**src/rtl/alu_seq_pkg.sv**
```systemverilog
// Shared op codes, state encoding and helpers for the 64-bit ALU sequencer.
package alu_seq_pkg;

  localparam logic [3:0] OP_ADD  = 4'd0;
  localparam logic [3:0] OP_SUB  = 4'd1;
  localparam logic [3:0] OP_AND  = 4'd2;
  localparam logic [3:0] OP_OR   = 4'd3;
  localparam logic [3:0] OP_XOR  = 4'd4;
  localparam logic [3:0] OP_NOTA = 4'd5;
  localparam logic [3:0] OP_NOTB = 4'd6;

  // One bit per op code; set where the ALU carry/borrow is meaningful.
  localparam logic [15:0] IS_ARITH = (16'd1 << OP_ADD) | (16'd1 << OP_SUB);

  typedef enum logic [1:0] {
    IDLE = 2'd0,
    LO   = 2'd1,
    HI   = 2'd2,
    RSP  = 2'd3
  } seq_state_t;

  function automatic logic is_arith(input int unsigned op);
    logic [3:0] idx;
    idx = op[3:0];
    return (op < 32'd16) && IS_ARITH[idx];
  endfunction

endpackage

```
**src/rtl/alu_seq_wait_cnt.sv**
```systemverilog
// ALU latency hold counter: loads LAT, counts down, done at terminal count zero.
module alu_seq_wait_cnt #(
  parameter int unsigned LAT = 0
) (
  input  logic clk,
  input  logic rst,
  input  logic load,
  input  logic en,
  output logic done
);

  localparam logic [1:0] LAT_INIT = 2'(LAT);

  logic [1:0] cnt;

  always_ff @(posedge clk) begin
    if (rst)
      cnt <= 2'd0;
    else if (load)
      cnt <= LAT_INIT;
    else if (en && !done)
      cnt <= cnt - 2'd1;
  end

  assign done = (cnt == 2'd0);

endmodule

```
**src/rtl/alu64_seq_ctrl.sv**
```systemverilog
// Runs 64-bit ops as two passes (low word, then high word) through an external 32-bit ALU.
// Defining ALU_SEQ_FLAGS_EN adds registered rsp_zero/rsp_neg flags; otherwise they are tied low.
//
// state | meaning
// IDLE  | waiting for a command, cmd_ready high
// LO    | low words on the ALU; hold ALU_LAT cycles, capture low result and carry
// HI    | high words on the ALU with chained carry/borrow; capture high result
// RSP   | response held on rsp_* until rsp_ready
module alu64_seq_ctrl
  import alu_seq_pkg::*;
#(
  parameter int unsigned ALU_LAT = 0,
  parameter int unsigned OP_W    = 4
) (
  input  logic            clk,
  input  logic            rst,
  input  logic            cmd_valid,
  output logic            cmd_ready,
  input  logic [OP_W-1:0] cmd_op,
  input  logic [63:0]     cmd_a,
  input  logic [63:0]     cmd_b,
  input  logic            cmd_cin,
  output logic [31:0]     alu_a,
  output logic [31:0]     alu_b,
  output logic            alu_cin,
  output logic [OP_W-1:0] alu_op,
  input  logic [31:0]     alu_result,
  input  logic            alu_cout,
  output logic            rsp_valid,
  input  logic            rsp_ready,
  output logic [63:0]     rsp_result,
  output logic            rsp_cout,
  output logic            rsp_zero,
  output logic            rsp_neg
);

  seq_state_t  state, state_nxt;
  logic        accept, lo_done, hi_done, cnt_load, cnt_en, wait_done;
  logic [31:0] a_hi, b_hi;
  logic        arith;

  alu_seq_wait_cnt #(.LAT(ALU_LAT)) u_wait_cnt (
    .clk  (clk),
    .rst  (rst),
    .load (cnt_load),
    .en   (cnt_en),
    .done (wait_done)
  );

  always_ff @(posedge clk) begin
    if (rst)
      state <= IDLE;
    else
      state <= state_nxt;
  end

  always_comb begin
    state_nxt = state;
    case (state)
      IDLE:    if (accept)    state_nxt = LO;
      LO:      if (wait_done) state_nxt = HI;
      HI:      if (wait_done) state_nxt = RSP;
      RSP:     if (rsp_ready) state_nxt = IDLE;
      default:                state_nxt = IDLE;
    endcase
  end

  always_comb begin
    cmd_ready = (state == IDLE) && !rst;
    rsp_valid = (state == RSP);
    accept    = cmd_valid && cmd_ready;
    lo_done   = (state == LO) && wait_done;
    hi_done   = (state == HI) && wait_done;
    cnt_load  = accept || lo_done;
    cnt_en    = (state == LO) || (state == HI);
  end

  // The ALU ports are loaded one edge ahead so each word is stable for its whole pass.
  always_ff @(posedge clk) begin
    if (rst) begin
      alu_a      <= '0;
      alu_b      <= '0;
      alu_cin    <= 1'b0;
      alu_op     <= '0;
      a_hi       <= '0;
      b_hi       <= '0;
      arith      <= 1'b0;
      rsp_result <= '0;
      rsp_cout   <= 1'b0;
    end else begin
      if (accept) begin
        alu_a   <= cmd_a[31:0];
        alu_b   <= cmd_b[31:0];
        alu_op  <= cmd_op;
        alu_cin <= is_arith(32'(cmd_op)) && cmd_cin;
        a_hi    <= cmd_a[63:32];
        b_hi    <= cmd_b[63:32];
        arith   <= is_arith(32'(cmd_op));
      end
      if (lo_done) begin
        rsp_result[31:0] <= alu_result;
        alu_a            <= a_hi;
        alu_b            <= b_hi;
        alu_cin          <= arith && alu_cout;
      end
      if (hi_done) begin
        rsp_result[63:32] <= alu_result;
        rsp_cout          <= arith && alu_cout;
      end
    end
  end

`ifdef ALU_SEQ_FLAGS_EN
  always_ff @(posedge clk) begin
    if (rst) begin
      rsp_zero <= 1'b0;
      rsp_neg  <= 1'b0;
    end else if (hi_done) begin
      rsp_zero <= (alu_result == 32'd0) && (rsp_result[31:0] == 32'd0);
      rsp_neg  <= alu_result[31];
    end
  end
`else
  assign rsp_zero = 1'b0;
  assign rsp_neg  = 1'b0;
`endif

endmodule

```
**config.mk**
```make
export PLATFORM = sky130hd
export DESIGN_NAME = alu64_seq_ctrl
export DESIGN_NICKNAME = d
export VERILOG_FILES = /design/src/rtl/alu_seq_pkg.sv /design/src/rtl/alu_seq_wait_cnt.sv /design/src/rtl/alu64_seq_ctrl.sv
export SDC_FILE = /design/constraint.sdc
export NUM_CORES = 1
export LEC_CHECK = 0
export BUFFER_PORTS_ARGS = -buffer_cell sky130_fd_sc_hd__buf_4
export CORE_AREA = 2 2 191 146
export CTS_CLUSTER_SIZE = 8
export DETAILED_ROUTE_END_ITERATION = 8
export DIE_AREA = 0 0 193 148
export GPL_TIMING_DRIVEN = 0
export MAX_ROUTING_LAYER = met4
export PLACE_DENSITY = 0.6
export SLEW_MARGIN = 20
export SYNTH_ARGS = -nofsm -noshare
export SYNTH_HDL_FRONTEND = slang
export SYNTH_HIERARCHICAL = 1
export SYNTH_SLANG_ARGS = --single-unit
export TNS_END_PERCENT = 10
```
**constraint.sdc**
```tcl
create_clock -name clk -period 3.7 [get_ports clk]
set_clock_uncertainty 0.1 [all_clocks]
set_input_delay 0.185 -clock clk [delete_from_list [all_inputs] [get_ports clk]]
set_output_delay 0.185 -clock clk [all_outputs]
set_load 0.01 [all_outputs]
```
==> results of run 1 <==
## kinds of logic (layout without fill, tap and decap cells)
| logic type | after synthesis | count (layout) | synth area share, % |
|---|---|---|---|
| and+or+nand+nor | 545 | 545 | 30.0 |
| DFF | 203 | 203 | 51.6 |
| AOI/OAI and AO/OA | 135 | 135 | 12.1 |
| buffers and inverters | 88 | 593 | 5.21 |
| adders and majority gates | 5 | 5 | 0.794 |
| muxes | 2 | 2 | 0.254 |
| other | 1 | 2 | 0.0476 |
| xor gates and xnor gates | 1 | 1 | 0.111 |
## per-layer routing
layer / global-route usage [%] / vias up
met1: 27.5 / 3982
li1: - / 4242
met2: 33.9 / 282
met5: - / -
met4: 4.62 / 0
met3: 3.51 / 43
## where the power goes
part	switching (mW)	internal, mW
logic	1.49	1.21
registers	0.319	2.73
clock network	0.928	1.37
## cells in the mapped netlist
library cell  instances  area [um^2]
or4_1                 1         7.51
buf_6                 1         11.3
nand2_2               2         12.5
ha_1                  5         62.6
nor4b_1               1         8.76
nand3_1               1         5.00
buf_2                22          110
a21oi_1              66          330
nor2b_4               1         13.8
nand2_1             395         1480
nor2_1               64          240
nor3_1                1         5.00
o21ba_2               1         10.0
buf_1                 6         22.5
buf_4                 9         67.6
a211o_1               1         8.76
nor2b_1               2         12.5
a211oi_1              1         7.51
a2111oi_2             1         15.0
buf_8                 1         15.0
nand2b_1              2         12.5
conb_1                1         3.75
and2_1                2         12.5
nand4b_1              1         8.76
a311oi_1             62          543
nor4_1                1         6.26
xnor2_1               1         8.76
dfxtp_1             203         4060
nand3b_1             69          518
inv_1                 5         18.8
a311oi_2              2         30.0
clkbuf_1             44          165
nor2_2                1         6.26
mux2i_1               2         20.0
and3b_1               1         8.76
o31ai_1               1         7.51
## tightest hold or removal path: stages
cell and delay (ns):
buf_4 0.10, nor4b_1 0.17, mux2i_1 0.14, o31ai_1 0.07
## path summary, 6_finish.rpt
| path | start | end | depth (start not counted) |
|---|---|---|---|
| worst max register to register | u_wait_cnt/cnt[0] | u_wait_cnt/cnt[1] | 7 |
| worst max-delay path | u_wait_cnt/cnt[0] | u_wait_cnt/cnt[1] | 7 |
| worst min-delay path | cmd_cin | alu_cin | 4 |
| worst min register to register | rsp_result[27] | rsp_result[27] | 2 |
## metrics by stage
| stage | worst slack [ns] | instances | hold WS [ns] | power [mW] | cell area (um^2) |
|---|---|---|---|---|---|
| CTS | 0.835 | 1837 | 0.0915 | 8.09 | 13000 |
| detailed placement | 0.827 | 1637 | 0.270 | 5.64 | 10600 |
| global placement | 0.865 | 1637 | 0.266 | 5.61 | 10600 |
| finish | 0.964 | 1837 | 0.103 | 8.05 | 13000 |
| global route | 0.709 | 1837 | 0.0969 | 8.53 | 13000 |
| floorplan | 1.82 | 981 | 0.154 | 4.35 | 7890 |
## layout make-up
type	count	area, um^2
Timing Repair Buffer	473	3970
Tap cell	351	439
Inverter	5	18.8
Sequential cell	203	4060
Multi-Input combinational cell	690	3410
Clock inverter	1	5.00
Clock buffer	31	733
Buffer	83	392
Fill cell	2546	13600
## registers in the layout (all words and copies together) (netlist names)
signal and cells:
rsp_cout 1, rsp_result 64, alu_op 4, arith 1, alu_cin 1, state 2
a_hi 32, u_wait_cnt/cnt 2, alu_b 32, alu_a 32, b_hi 32
==> flow_metrics.env, run 1 <==
export IMPL_drive_gt1_share_pct=25.3
export IMPL_grt_pass1_wl_um=45900
export IMPL_cp_end_kind="register"
export IMPL_grt_overflow=0
export IMPL_reg2reg_slack_ns=0.96
export IMPL_critPathTopFamily="buffers and inverters"
export IMPL_wl_met2_um=14000
export IMPL_fp_dieW_um=193
export IMPL_vdd_drop_max_mv=0.290
export IMPL_ant_nets=0
export IMPL_dr_wl_met3_um=1860
export IMPL_leakage_nw=5.77
export IMPL_floorplan_rows=52
export IMPL_critical_path_buf_inv_count=3
export IMPL_cellPowerDensity_nw_per_um2=617
export IMPL_finalCritPeriodShare_pct=73.9
export IMPL_hold_viol_final=0
export IMPL_num_vias=8549
export IMPL_grt_use_total_pct=20.9
export IMPL_critPathMaxFanout=10
export IMPL_wire_per_inst_um=16.5
export IMPL_syn_avg_cell_area_um2=8.04
export IMPL_wl_met1_um=13900
export IMPL_max_stage_delay_ns=0.52
export IMPL_tightest_slew_ns=0.809
export IMPL_cp_arrival_ns=3.06
export IMPL_ys_types=36
export IMPL_first_pass_iters=5
export IMPL_start_util_pct=29.5
export IMPL_numCtsBuffers=29
export IMPL_syn_inst=980
export IMPL_drt_iter0_drc=375
export IMPL_slowest_stage="buf_1"
export IMPL_final_cell_mix="395 x nand2_1, 314 x buf_4, 203 x dfxtp_1, 168 x dlygate4sd3_1, 69 x nand3b_1"
export IMPL_diodes=0
export IMPL_criticalPathCategory="register to register"
export IMPL_setup_violations_final=0
export IMPL_hpwlAfterDp_um=20600
export IMPL_place_congestion=0.851
export IMPL_ys_seq_area_share_pct=51.6
export IMPL_cts_htree_levels=1
export IMPL_via_per_inst=4.65
export IMPL_syn_area_um2=7880
export IMPL_die_area_um2=28600
export IMPL_outcome="complete, no violations"
export IMPL_die_height_um=148
export IMPL_final_common_cell="nand2_1"
export IMPL_area_delta_synth_final_pct=65.4
export IMPL_ys_warn_count=6
export IMPL_cts_resized_gates=0
export IMPL_drt_wl_total_um=30300
export IMPL_num_nets_final=1660
export IMPL_synth_ff_latch_count=203
export IMPL_utilization_pct=48.9
export IMPL_finalMaxSlewViolations=0
export IMPL_fmax_ghz=0.365
export IMPL_finalCriticalPeriod_ns=2.74
export IMPL_port_buffers=305
export IMPL_cts_setup_buffers=0
export IMPL_cts_path_max_buffers=3
export IMPL_setup_tns_final_ns=0
export IMPL_timing_critical_path_mode_cell="nand2_1"
export IMPL_cts_hold_buf=168
export IMPL_drv_cap=0
export IMPL_grt_max_degree=14
export IMPL_cts_root_buffer="clkbuf_16"
export IMPL_core_area_um2=26700
export IMPL_holdCritPathClass="input port to register"
export IMPL_rsz0062_at_grt="no"
export IMPL_path_cells="inv_1 -> ha_1 -> nand2_1 -> buf_2 -> buf_1 -> nand2_1 -> a2111oi_2"
export IMPL_dr_max_layer_used="met4"
export IMPL_insertion_delay_ns=0.52
export IMPL_max_slew_margin_rel_pct=46.1
export IMPL_clock_sinks=203
export IMPL_antenna_found_initial=0
export IMPL_grt_pass1_vias=8507
export IMPL_startpoint_type="register"
export IMPL_path_clk_slew_ns=0.05
export IMPL_cts_tree="built"
export IMPL_io_pins=308
export IMPL_drcViolationCount=0
export IMPL_crit_required_ns=4.03
No activity file was read; power rests on OpenSTA's default activity.
==> inputs of run 2 (changes only) <==
Clock period 3.7 ns to 2.6 ns, I/O delays scaled along.
==> flow_metrics.env, run 2 (synthesis gave the netlist of run 1 again) <==
export IMPL_outcome="complete, no violations"
export IMPL_final_cell_mix="394 x nand2_1, 314 x buf_4, 203 x dfxtp_1, 168 x dlygate4sd3_1, 69 x nand3b_1"
export IMPL_grt_pass1_vias=8507
export IMPL_largest_reg_flops=64
export IMPL_core_area_um2=26700
export IMPL_max_slew_margin_rel_pct=46.1
export IMPL_drcViolationCount=0
export IMPL_tightest_slew_ns=0.809
export IMPL_p_total_mw=11.5
export IMPL_io_pins=308
export IMPL_setup_violations_final=0
export IMPL_criticalPathCategory="register to register"
export IMPL_floorplan_rows=52
export IMPL_finalCriticalPeriod_ns=2.32
export IMPL_insertion_delay_ns=0.52
export IMPL_wire_per_inst_um=16.5
export IMPL_via_per_inst=4.66
export IMPL_die_area_um2=28600
export IMPL_drv_cap=0
export IMPL_rsz0062_at_grt="no"
export IMPL_cts_path_max_buffers=3
export IMPL_cts_htree_levels=1
export IMPL_cp_end_kind="register"
export IMPL_placed_cells=1637
export IMPL_grt_overflow=0
export IMPL_place_congestion=0.851
export IMPL_cts_tree="built"
export IMPL_crit_required_ns=2.93
export IMPL_finalMaxSlewViolations=0
export IMPL_ant_nets=0
export IMPL_cellPowerDensity_nw_per_um2=878
export IMPL_first_pass_iters=5
export IMPL_area_delta_synth_final_pct=65.4
export IMPL_grt_use_total_pct=20.9
export IMPL_placed_area_um2=10600
export IMPL_start_util_pct=29.5
export IMPL_drt_iter0_drc=375
export IMPL_stdcell_count=1837
export IMPL_port_buffers=305
export IMPL_fmax_ghz=0.431
export IMPL_utilization_pct=48.9
export IMPL_diodes=0
export IMPL_top_register="rsp_result"
export IMPL_final_common_cell="nand2_1"
export IMPL_leakage_nw=5.77
export IMPL_path_clk_slew_ns=0.05
export IMPL_die_height_um=148
export IMPL_antenna_found_initial=0
export IMPL_holdCritPathClass="input port to register"
export IMPL_startpoint_type="register"
export IMPL_setup_tns_final_ns=0
export IMPL_fp_dieW_um=193
export IMPL_finalCritPeriodShare_pct=89.3
export IMPL_cts_root_buffer="clkbuf_16"
export IMPL_drive_gt1_share_pct=25.4
export IMPL_grt_pass1_wl_um=45900
export IMPL_drt_wl_total_um=30300
export IMPL_hpwlAfterDp_um=20600
export IMPL_grt_max_degree=14
export IMPL_vdd_drop_max_mv=0.413
export IMPL_num_fill_cells=2549
export IMPL_clock_sinks=203
export IMPL_fin_area_um2=13000
export IMPL_cp_arrival_ns=2.65
export IMPL_critPathMaxFanout=10
export IMPL_num_vias=8555
export IMPL_num_nets_final=1660
export IMPL_numCtsBuffers=29
export IMPL_hold_viol_final=0
[run 2: changes by cell type in the layout (fill, tap and decap cells not counted)]
cell,delta
buf_1,-1
buf_2,+1
nand2_2,+1
nand2_1,-1
[run 2: per-stage QoR]
stage	hold slack (ns)	worst slack, ns
2_1_floorplan	0.0989	0.717
3_3_place_gp	0.211	-0.235
3_5_place_dp	0.215	-0.273
4_1_cts	0.0365	0.170
5_1_grt	0.0419	0.0726
6_report	0.0476	0.279
[run 2: final cells by class]
cell class | instances | area, um^2 | area share (%)
sequential | 203 | 4060 | 31.2
inverter | 5 | 18.8 | 0.144
buffer | 83 | 393 | 3.01
clock inverter | 1 | 5.00 | 0.0384
tap | 351 | 439 | 3.37
multi-input combinational | 690 | 3410 | 26.2
clock buffer | 31 | 733 | 5.62
timing repair buffer | 473 | 3970 | 30.5
[run 2: routing by layer]
metal | up-vias | track usage, % | routed length [um]
met5 | - | - | 0
met4 | 0 | 4.62 | 595
met3 | 43 | 3.51 | 1870
met2 | 284 | 33.9 | 14000
met1 | 3987 | 27.5 | 13900
li1 | 4241 | - | -
[run 2: final timing paths]
path              cells past startpoint  slack [ns]              start           endpoint
hold / removal                        4        0.05            cmd_cin            alu_cin
setup / recovery                      7        0.28  u_wait_cnt/cnt[0]  u_wait_cnt/cnt[1]
setup reg to reg                      7        0.28  u_wait_cnt/cnt[0]  u_wait_cnt/cnt[1]
hold reg to reg                       2        0.35     rsp_result[27]     rsp_result[27]
[run 2: what timing repair did]
item | CTS | global route
gates resized for setup | 2 | 0
hold buffers | 168 | 0
endpoints found under the hold margin | 203 | 0
setup endpoints to repair | 11 | 0
buffers inserted | 0 | 0
[run 2: power by group]
part / internal, mW / switching, mW
Sequential: 3.89 / 0.454
Combinational: 1.72 / 2.12
Clock: 1.95 / 1.32
[run 2: worst max-delay path, cell delays in order (launching register included)]
cell,delay (ns)
dfxtp_1,0.34
inv_1,0.05
ha_1,0.30
nand2_2,0.28
buf_2,0.42
buf_2,0.34
nand2_1,0.12
a2111oi_2,0.27
==> inputs of run 3 (changes only) <==
Settings changed: CELL_PAD_IN_SITES_DETAIL_PLACEMENT set to 1, CELL_PAD_IN_SITES_GLOBAL_PLACEMENT set to 1, PLACE_DENSITY 0.6 to 0.77.
==> flow_metrics.env, run 3 (synthesis gave the netlist of run 1 again) <==
export IMPL_grt_max_degree=14
export IMPL_max_slew_margin_rel_pct=57.2
export IMPL_cts_path_max_buffers=3
export IMPL_largest_reg_flops=64
export IMPL_hpwlAfterDp_um=23000
export IMPL_die_area_um2=28600
export IMPL_crit_required_ns=2.93
export IMPL_finalCritPeriodShare_pct=90.6
export IMPL_endpoint="u_wait_cnt/cnt[1]"
export IMPL_cts_htree_levels=1
export IMPL_holdCritPathClass="input port to register"
export IMPL_reg2reg_slack_ns=0.24
export IMPL_grt_pass1_vias=9737
export IMPL_fmax_ghz=0.424
export IMPL_floorplan_rows=52
export IMPL_numCtsBuffers=29
export IMPL_num_vias=8959
export IMPL_crit_start="state[0]"
export IMPL_reg2reg_to="u_wait_cnt/cnt[1]"
export IMPL_finalMaxSlewViolations=0
export IMPL_finalCriticalPeriod_ns=2.36
export IMPL_drcViolationCount=0
export IMPL_cts_setup_buffers=0
export IMPL_grt_use_total_pct=25.5
export IMPL_core_area_um2=26700
export IMPL_startpoint_type="register"
export IMPL_cp_end_kind="register"
export IMPL_final_common_cell="nand2_1"
export IMPL_rsz0062_at_grt="no"
export IMPL_drt_wl_total_um=36500
export IMPL_clock_sinks=203
export IMPL_cp_arrival_ns=2.68
export IMPL_io_pins=308
export IMPL_drv_cap=0
export IMPL_fp_dieW_um=193
export IMPL_cellPowerDensity_nw_per_um2=897
export IMPL_critPathMaxFanout=10
export IMPL_final_cell_mix="394 x nand2_1, 314 x buf_4, 203 x dfxtp_1, 168 x dlygate4sd3_1, 69 x nand3b_1"
export IMPL_area_delta_synth_final_pct=65.4
export IMPL_insertion_delay_ns=0.53
export IMPL_tightest_slew_ns=0.642
export IMPL_p_total_mw=11.7
export IMPL_top_register="rsp_result"
export IMPL_grt_pass1_wl_um=54900
export IMPL_leakage_nw=5.77
export IMPL_hold_viol_final=0
export IMPL_ant_nets=0
export IMPL_r2r_cells=8
export IMPL_num_nets_final=1660
export IMPL_port_buffers=305
export IMPL_cts_root_buffer="clkbuf_16"
export IMPL_drive_gt1_share_pct=25.6
export IMPL_via_per_inst=4.88
export IMPL_vdd_drop_max_mv=0.471
export IMPL_die_height_um=148
export IMPL_cts_tree="built"
export IMPL_start_util_pct=29.5
export IMPL_drt_iter0_drc=328
export IMPL_setup_violations_final=0
export IMPL_path_clk_slew_ns=0.05
export IMPL_first_pass_iters=4
export IMPL_outcome="complete, no violations"
export IMPL_place_congestion=0.871
export IMPL_whs_ns=0.0384
export IMPL_antenna_found_initial=2
export IMPL_wire_per_inst_um=19.9
export IMPL_criticalPathCategory="register to register"
export IMPL_r2r_start="state[0]"
export IMPL_grt_overflow=0
run 3: worst min path at each step:
stage / from / to / slack, ns / cells past startpoint
3_3_place_gp: rst / u_wait_cnt/cnt[1] / 0.21 / 2
6_report: cmd_cin / alu_cin / 0.04 / 4
3_5_place_dp: rst / u_wait_cnt/cnt[1] / 0.21 / 2
4_1_cts: cmd_cin / alu_cin / 0.02 / 4
5_1_grt: cmd_cin / alu_cin / 0.04 / 4
2_1_floorplan: rst / u_wait_cnt/cnt[1] / 0.1 / 1
run 3: area by class of cell:
cell class                 count  area, um^2
antenna                        2        5.00
clock buffer                  29         726
clock inverter                 1        7.51
buffer                        83         395
tap                          351         439
fill                        3143       13600
inverter                       5        18.8
timing repair buffer         473        3970
multi-input combinational    690        3410
sequential                   203        4060
run 3: layer usage:
metal	share of wire, %	track usage (%)	vias to the layer above
met4	3.3	8.64	0
met5	0	-	-
met1	42	30.6	4284
met3	5.7	4.11	95
met2	49	43.5	331
li1	-	-	4249
run 3: where the power goes:
group | switching, mW | total [mW] | internal, mW
Combinational | 2.32 | 4.05 | 1.73
Sequential | 0.506 | 4.40 | 3.89
Clock | 1.32 | 3.26 | 1.94
Total | 4.15 | 11.7 | 7.55
run 3: metrics by stage:
step | TNS (ns) | area [um^2] | instances | util [%] | worst slack, ns
global route | 0 | 13000 | 1837 | 48.9 | 0.0183
CTS | 0 | 13000 | 1835 | 48.9 | 0.0242
detailed placement | -0.314 | 10600 | 1637 | 39.8 | -0.219
floorplan | 0 | 7890 | 981 | - | 0.717
finish | 0 | 13000 | 1837 | 48.9 | 0.244
global placement | -0.111 | 10600 | 1637 | 39.8 | -0.111
run 3: what timing repair did:
action | in CTS | in global routing
endpoints found under the hold margin | 203 | 0
endpoints found under the setup margin | 2 | 75
hold buffers | 168 | 0
pin swaps | 0 | 0
resized for setup | 1 | 3
run 3: critical path, stage by stage (launching register included):
cell       delay, ns
dfxtp_1         0.38
inv_1           0.10
ha_1            0.26
nand3b_1        0.10
buf_2           0.28
buf_2           0.32
buf_2           0.31
nand2_1         0.13
a2111oi_2       0.27
